**src/rtl/pipe_ctrl_n.sv**
```systemverilog
// pipe_ctrl_n: valid/ready handshake controller for an NSTAGE-deep in-order
// pipeline, with the inter-stage bus registers, a flush that kills a prefix
// of the pipe, and three saturating performance counters.
//
// Ports:
//   clk          clock, rising edge
//   resetn       synchronous reset, active-low
//   fetch_en     request that stage 0 hold a valid entry
//   stage_over   per-stage "work finished this cycle" (ignored when invalid)
//   stage_bus    slice i is the output bus of stage i (last slice unused)
//   flush        cancel request
//   flush_stage  oldest stage killed by a flush (clamped to NSTAGE-1)
//   clear_cnt    synchronous clear of all counters
//   valid        per-stage valid register
//   allow_in     per-stage "may accept a new entry" flag (combinational)
//   bus_r        slice i is the register feeding stage i+1
//   retire_cnt   entries leaving the last stage
//   bubble_cnt   cycles with the last stage empty
//   flush_cnt    cycles with flush asserted
module pipe_ctrl_n #(
  parameter int NSTAGE = 5,
  parameter int BUS_W  = 160,
  parameter int CNT_W  = 32
) (
  input  logic                          clk,
  input  logic                          resetn,
  input  logic                          fetch_en,
  input  logic [NSTAGE-1:0]             stage_over,
  input  logic [NSTAGE*BUS_W-1:0]       stage_bus,
  input  logic                          flush,
  input  logic [3:0]                    flush_stage,
  input  logic                          clear_cnt,
  output logic [NSTAGE-1:0]             valid,
  output logic [NSTAGE-1:0]             allow_in,
  output logic [(NSTAGE-1)*BUS_W-1:0]   bus_r,
  output logic [CNT_W-1:0]              retire_cnt,
  output logic [CNT_W-1:0]              bubble_cnt,
  output logic [CNT_W-1:0]              flush_cnt
);

  localparam int LAST = NSTAGE - 1;

  function automatic logic [CNT_W-1:0] sat_inc(input logic [CNT_W-1:0] cnt,
                                               input logic             en);
    if (en && (cnt != {CNT_W{1'b1}})) return cnt + CNT_W'(1);
    return cnt;
  endfunction

  logic [NSTAGE-1:0] ov;
  logic [NSTAGE-1:0] allow_c;
  logic [NSTAGE-1:0] kill;
  logic [LAST-1:0]   ld;
  logic              down;
  logic              unused_last_bus;

  // The last stage has no consumer on this bus; its slice is never registered.
  assign unused_last_bus = ^stage_bus[NSTAGE*BUS_W-1 -: BUS_W];

  assign ov       = valid & stage_over;
  assign allow_in = allow_c;

  // Ready ripples from the oldest stage back to the entry stage. A running
  // scalar carries the downstream ready so the vector is only written here.
  always_comb begin
    allow_c       = '0;
    down          = ~valid[LAST] | ov[LAST];
    allow_c[LAST] = down;
    for (int i = LAST - 1; i >= 1; i--) begin
      down       = ~valid[i] | (ov[i] & down);
      allow_c[i] = down;
    end
    allow_c[0] = ~valid[0] | (ov[0] & down) | flush;
  end

  // Stages 1..flush_stage are killed; stage index never exceeds LAST, so the
  // clamp of flush_stage to LAST is implicit in the comparison.
  always_comb begin
    kill = '0;
    for (int i = 1; i < NSTAGE; i++) begin
      kill[i] = flush && (int'(flush_stage) >= i);
    end
  end

  always_comb begin
    ld = '0;
    for (int i = 1; i < NSTAGE; i++) begin
      ld[i-1] = ov[i-1] & allow_c[i];
    end
  end

  // ---- stage boundary: valid registers ----
  always_ff @(posedge clk) begin
    if (!resetn) begin
      valid <= '0;
    end else begin
      valid[0] <= fetch_en;
      for (int i = 1; i < NSTAGE; i++) begin
        if (kill[i]) begin
          valid[i] <= 1'b0;
        end else if (allow_c[i]) begin
          valid[i] <= ov[i-1];
        end
      end
    end
  end

  // ---- stage boundary: inter-stage bus registers ----
  // The bus captures on a transfer even when the receiving stage is being
  // flushed; the killed valid bit makes the stale data harmless.
  always_ff @(posedge clk) begin
    if (!resetn) begin
      bus_r <= '0;
    end else begin
      for (int i = 1; i < NSTAGE; i++) begin
        if (ld[i-1]) begin
          bus_r[(i-1)*BUS_W +: BUS_W] <= stage_bus[(i-1)*BUS_W +: BUS_W];
        end
      end
    end
  end

  // ---- performance counters ----
  always_ff @(posedge clk) begin
    if (!resetn || clear_cnt) begin
      retire_cnt <= '0;
      bubble_cnt <= '0;
      flush_cnt  <= '0;
    end else begin
      retire_cnt <= sat_inc(retire_cnt, ov[LAST]);
      bubble_cnt <= sat_inc(bubble_cnt, ~valid[LAST]);
      flush_cnt  <= sat_inc(flush_cnt, flush);
    end
  end

endmodule

```
**config.mk**
```make
export PLATFORM = sky130hd
export DESIGN_NAME = pipe_ctrl_n
export DESIGN_NICKNAME = d
export VERILOG_FILES = /design/src/rtl/pipe_ctrl_n.sv
export SDC_FILE = /design/constraint.sdc
export NUM_CORES = 2
export LEC_CHECK = 0
export ABC_AREA = 1
export BUFFER_PORTS_ARGS = -buffer_cell sky130_fd_sc_hd__buf_2
export CORE_AREA = 2 2 600 602
export CTS_CLUSTER_DIAMETER = 30
export CTS_CLUSTER_SIZE = 14
export DETAILED_ROUTE_END_ITERATION = 12
export DIE_AREA = 0 0 602 604
export PLACE_DENSITY = 0.32
export SLEW_MARGIN = 10
export SYNTH_ARGS = -nofsm -noshare
export SYNTH_HDL_FRONTEND = slang
export SYNTH_SLANG_ARGS = --single-unit
```
**constraint.sdc**
```tcl
create_clock -name clk -period 4.9 [get_ports clk]
set_input_delay 0.735 -clock clk [delete_from_list [all_inputs] [get_ports clk]]
set_output_delay 0.735 -clock clk [all_outputs]
set_load 0.02 [all_outputs]
```
# --- Yosys cells after proc, flatten, opt, wreduce, memory -nomap -nowiden ---
# Cells that the tools add are included.
op_classes:
  addsub: 3
  multipliers: 0
  div_mod_pow: 0
  order_cmp: 4
  eq_ne: 3
  shift: 0
  n_mux: 9
  n_bitwise: 17
  n_reduce_logical: 13
op_table:
  columns: ["op", "n"]
  rows:
  - ["adder 32 x 1 -> 32 bit, second input constant", 3]
  - ["2-to-1 mux 32 bit", 3]
  - ["inequality test 32 bit, second input constant", 3]
  - [">= comparator 4 x 2 -> 1 bit, second input constant", 2]
  - ["OR reduction 2 bit", 4]
  - ["logical AND 1 bit", 7]
  - ["2-to-1 mux 1 bit", 6]
  - ["inverter 1 bit", 6]
  - ["bitwise OR 1 bit", 6]
  - ["AND 5 bit", 1]
  - ["AND 1 bit", 4]
  - [">= comparator 4 x 1 -> 1 bit, second input constant", 1]
  - [">= comparator 4 x 3 -> 1 bit, second input constant", 1]
  - ["zero test 1 bit", 1]
  - ["logical OR 1 bit", 1]
word_totals:
  reg_bits: 741
  latch_bits: 0
  mem_bits_rw: 0
  romBits: 0
  output_inout_bits: 746
  n_memories: 0

# --- Depth between registers and ports, before layout ---
logic_depth:
  ltp_word: 11
  ltp_mapped: 13
  ltp_nobuf: 11

# --- Least setup slack after synthesis ---
# No wires, ideal clock.
synth_path:
  path_type: "input -> output"
  startpoint: "input port stage_over[4]"
  endpoint: "output port allow_in[0]"
  arrival_ps: 2089
  required_ps: 4165
  path_slack_ps: 2076
  cell_stages: 12
  path_buffers: 2
  path_cell_list: "inv_1 -> nand2_2 -> nand2_4 -> nand2_4 -> nand2_4 -> nand2_4 -> nand2_8 -> nand2_4 -> buf_6 -> buf_4 -> nand2_1 -> nand3_1"
synth_via:
  elab_chain_len: 11
synth_rtl:
  columns: ["element", "line_no", "rtl"]
  rows:
  - ["start: declaration", "28", "input logic [NSTAGE-1:0] stage_over,"]
  - ["AND 5 bit", "59", "assign ov = valid & stage_over;"]
  - ["bitwise OR 1 bit", "66", "down = ~valid[LAST] | ov[LAST];"]
  - ["net allow_in[4]", "34", "output logic [NSTAGE-1:0] allow_in,"]
  - ["AND 1 bit", "69", "down = ~valid[i] | (ov[i] & down);"]
  - ["bitwise OR 1 bit", "69", null]
  - ["net allow_in[3]", "34", null]
  - ["AND 1 bit", "69", null]
  - ["bitwise OR 1 bit", "69", null]
  - ["net allow_in[2]", "34", null]
  - ["AND 1 bit", "69", null]
  - ["bitwise OR 1 bit", "69", null]
  - ["net down", "53", "logic down;"]
  - ["AND 1 bit", "72", "allow_c[0] = ~valid[0] | (ov[0] & down) | flush;"]
  - ["bitwise OR 1 bit (2 in a row)", "72", null]
  - ["end: declaration", "34", null]
# The timed path passes the listed nets, and every way through them passes these cells.

# --- Final worst setup path ---
layout_path:
  startpoint: "register valid[4]"
  endpoint: "output port allow_in[0]"
layout_via:
  elab_chain_len: 11
  elab_cells_between_ends: 12
  classes_between: "bitwise: 12"
layout_rtl:
  columns: ["element", "line_no", "rtl"]
  rows:
  - ["start: declaration", "33", "output logic [NSTAGE-1:0] valid,"]
  - ["start signal: indexed assignment", "101", "valid[i] <= ov[i-1];"]
  - ["AND 5 bit / inverter 1 bit (equally long branches)", "59, 66", null]
  - ["bitwise OR 1 bit (*)", "66", null]
  - ["AND 1 bit (*)", "69", null]
  - ["bitwise OR 1 bit (*)", "69", null]
  - ["AND 1 bit (*)", "69", null]
  - ["bitwise OR 1 bit (*)", "69", null]
  - ["AND 1 bit (*)", "69", null]
  - ["bitwise OR 1 bit (*)", "69", null]
  - ["AND 1 bit (*)", "72", null]
  - ["bitwise OR 1 bit (*) (2 in a row)", "72", null]
# Mark *: on every way between the ends. The rest lies on a longest branch, timed or not.

==> reports/qor.yml <==
status: "complete, no violations"
worstSkewPairLatency_ps: 890
crit_top_cell: "nand2_8"
synth_fa_ha_area_share_pct: 0.1268
h-tree-depth: 5
dp_hpwl_um: 200100
io_buffers: 1399
yosysUniqueCellTypes: 32
gp_congestion: 1.008
first_iter_violations: 2120
dieArea_um2: 363600
syn_area_um2: 29610
area_growth_syn_to_layout_pct: 75.27
cts_made_buffers: 298
critPathSlowestCell: "dfxtp_1"
grt_util_met3_pct: 4.706
cts_resized: 0
cp-start-kind: "flip-flop"
postLayoutCellArea_um2: 51900
power_density_nw_per_um2: 504.1
io_pins: 1560
fp.dieW_um: 602
synth_top_area_share_pct: 50.10
layout.nets: 6454
rows: 220
ant_nets: 0
grt_pass1_vias: 34250
finalSetupViolCount: 0
die_h_um: 604
routed_wl_um: 246400
synth.mux.area_fraction_pct: 0
seqCellArea_um2: 14830
slowest_delay_ps: 590
arrival_ps: 3280
max-clock-path-buffers: 4
cts_setup_buffers: 0
synth_fp_nets: 4996
dr.pass1.iters: 7
crit_path_cell_trace: "nand2_2 -> nand2_8 -> nand2_4 -> nand2_8 -> nand2_4 -> nand2_8 -> nand2_8 -> nand2_1 -> nand3_1 -> buf_2"
drc_errors: 0
reg2reg_from: "valid[4]"
synth_top_family_by_area: "simple AND/OR/NAND/NOR gates"
final.setup.tns_ps: 0
n_fill_cell: 41390
place_area_um2: 41730
worst_ep_required_time_ps: 4160
rsz0062_at_grt: "no"
worstSetupPathType: "flip-flop to output port"
max_slew.worst_pin.slew_ps: 1105
synth.avg_cell_area_um2: 7.085
synth_compound_area_share_pct: 12.42
netlist_top_cells_area: "dfxtp_1, nor2_1, o21ai_0"
layout_commonest_cell: "buf_2"
path_delay_family: "simple AND/OR/NAND/NOR gates"
finalMaxSlewViolations: 0
cts.sinks: 741
drive_gt1_share_pct: 32.93
syn_inst: 4179
num_vias: 34920
wl_per_cell_um: 23.07
cap_violations: 0
hp-start: "fetch_en"
hp-class: "input port to flip-flop"
holdBufCountCts: 0
synth-xor-area-share_pct: 1.242
gr-usage-met1_pct: 16.00
max_slew_margin_pct: 25.55
clk_pin_slew_ps: 40
track_usage_pct: 12.96
core_area_um2: 357600
layout_common_cells: "buf_2, nor2_1, dfxtp_1"
critPathBufInv: 1
ys_ff_latch: 741
grtUsageMet2_pct: 20.88
fmax_mhz: 248.8
cellLeakagePower_uw: 0.02263
peakVddDrop_uv: 255.3
initial_core_util_pct: 8.280
grt-ovfl-total: 0
post-route-period-util_pct: 82.03
synth.yosys.seq_area_share_pct: 50.10
cts_tree: "built"
grt_pass1_wl_um: 320000
synth_top_cell_by_area: "dfxtp_1"
hold_viol_final: 0
synth_warnings: 0
worstSetupStartpoint: "valid[4]"
clock_skew_ps: 71.44
root_buffer: "clkbuf_16"
busiest_layer: "met2"
post_drt_via_cell_ratio: 3.270
antenna_found_initial: 141
end_kind: "output port"
period_needed_ps: 4020
multi_input_area_um2: 12560
path_max_fanout: 77
synthSimpleGateAreaFrac_pct: 28.55
grt_max_degree: 131
worst reg2reg max path: stages (launching register included):
cell,delay [ps]
dfxtp_1,440
nand2_2,220
nand2_8,160
nand2_4,150
nand2_8,180
nand2_4,230
nand2_8,130
nand2_8,430
buf_4,780
nand3_1,220
nand2_1,110
nor2_1,40
area by class of cell:
type                            instances  area share [%]
Sequential cell                       741           28.58
Multi-Input combinational cell       2915           24.21
Clock buffer                          438           16.87
Timing Repair Buffer                 1428           14.24
Tap cell                             4773           11.51
Clock inverter                        104           2.577
Inverter                              253           1.873
Antenna cell                           28          0.1350
path summary, 6_finish.rpt:
path,to,slack (ps),depth (start not counted)
setup reg to reg,bus_r[49],1690,11
setup / recovery,allow_in[0],880,10
hold reg to reg,bus_r[108],470,2
hold / removal,valid[0],100,3
report_power, final:
group	total (uW)	internal, uW	leakage (uW)	switching (uW)
clock network	18700	13200	0.00501	5490
registers	6220	6160	0.00599	56.7
logic	1260	411	0.0116	850
total	26200	19800	0.0226	6390
synth_stat cells, drive strengths merged:
| master | instances |
|---|---|
| nor2 | 1326 |
| dfxtp | 741 |
| nand2 | 582 |
| o21ai | 496 |
| inv | 251 |
| a21oi | 234 |
| nand3 | 197 |
| clkbuf | 181 |
| buf | 89 |
| xor2 | 26 |
| xnor2 | 16 |
| nand4 | 15 |
| nor3 | 10 |
| nand3b | 4 |
| ha | 3 |
| and2 | 2 |
| clkinv | 2 |
| a21boi | 1 |
| a221oi | 1 |
| o21bai | 1 |
| or2 | 1 |
flip-flops by register name, indices dropped and copies added (netlist names):
register and count:
flush_cnt 32, bubble_cnt 32, valid 5, bus_r 640
retire_cnt 32
stage by stage:
stage	setup slack [ps]	cells	hold slack [ps]	total power [uW]	utilization [%]
after floorplan	2076	4179	553.3	6826	-
after global placement	1146	10110	458.9	7600	11.67
after detailed placement	1159	10110	462.6	7596	11.67
after CTS	594.4	10650	4.159	26660	14.49
after global routing	592.9	10660	55.90	27150	14.50
final	880.4	10680	97.31	26160	14.51
cell families after synthesis:
logic type / count (synthesis)
compound gates: 733
xor+xnor: 42
fa+ha+maj: 3
buf+inv: 523
flops: 741
simple gates: 2137
layer usage:
layer / part of all wire [%] / routed length, um
met4: 3.0 / 7440
met3: 8.7 / 21470
met2: 45 / 111800
met5: 0.10 / 252
met1: 43 / 105400
Note: power is estimated with default switching activity, not from simulation.
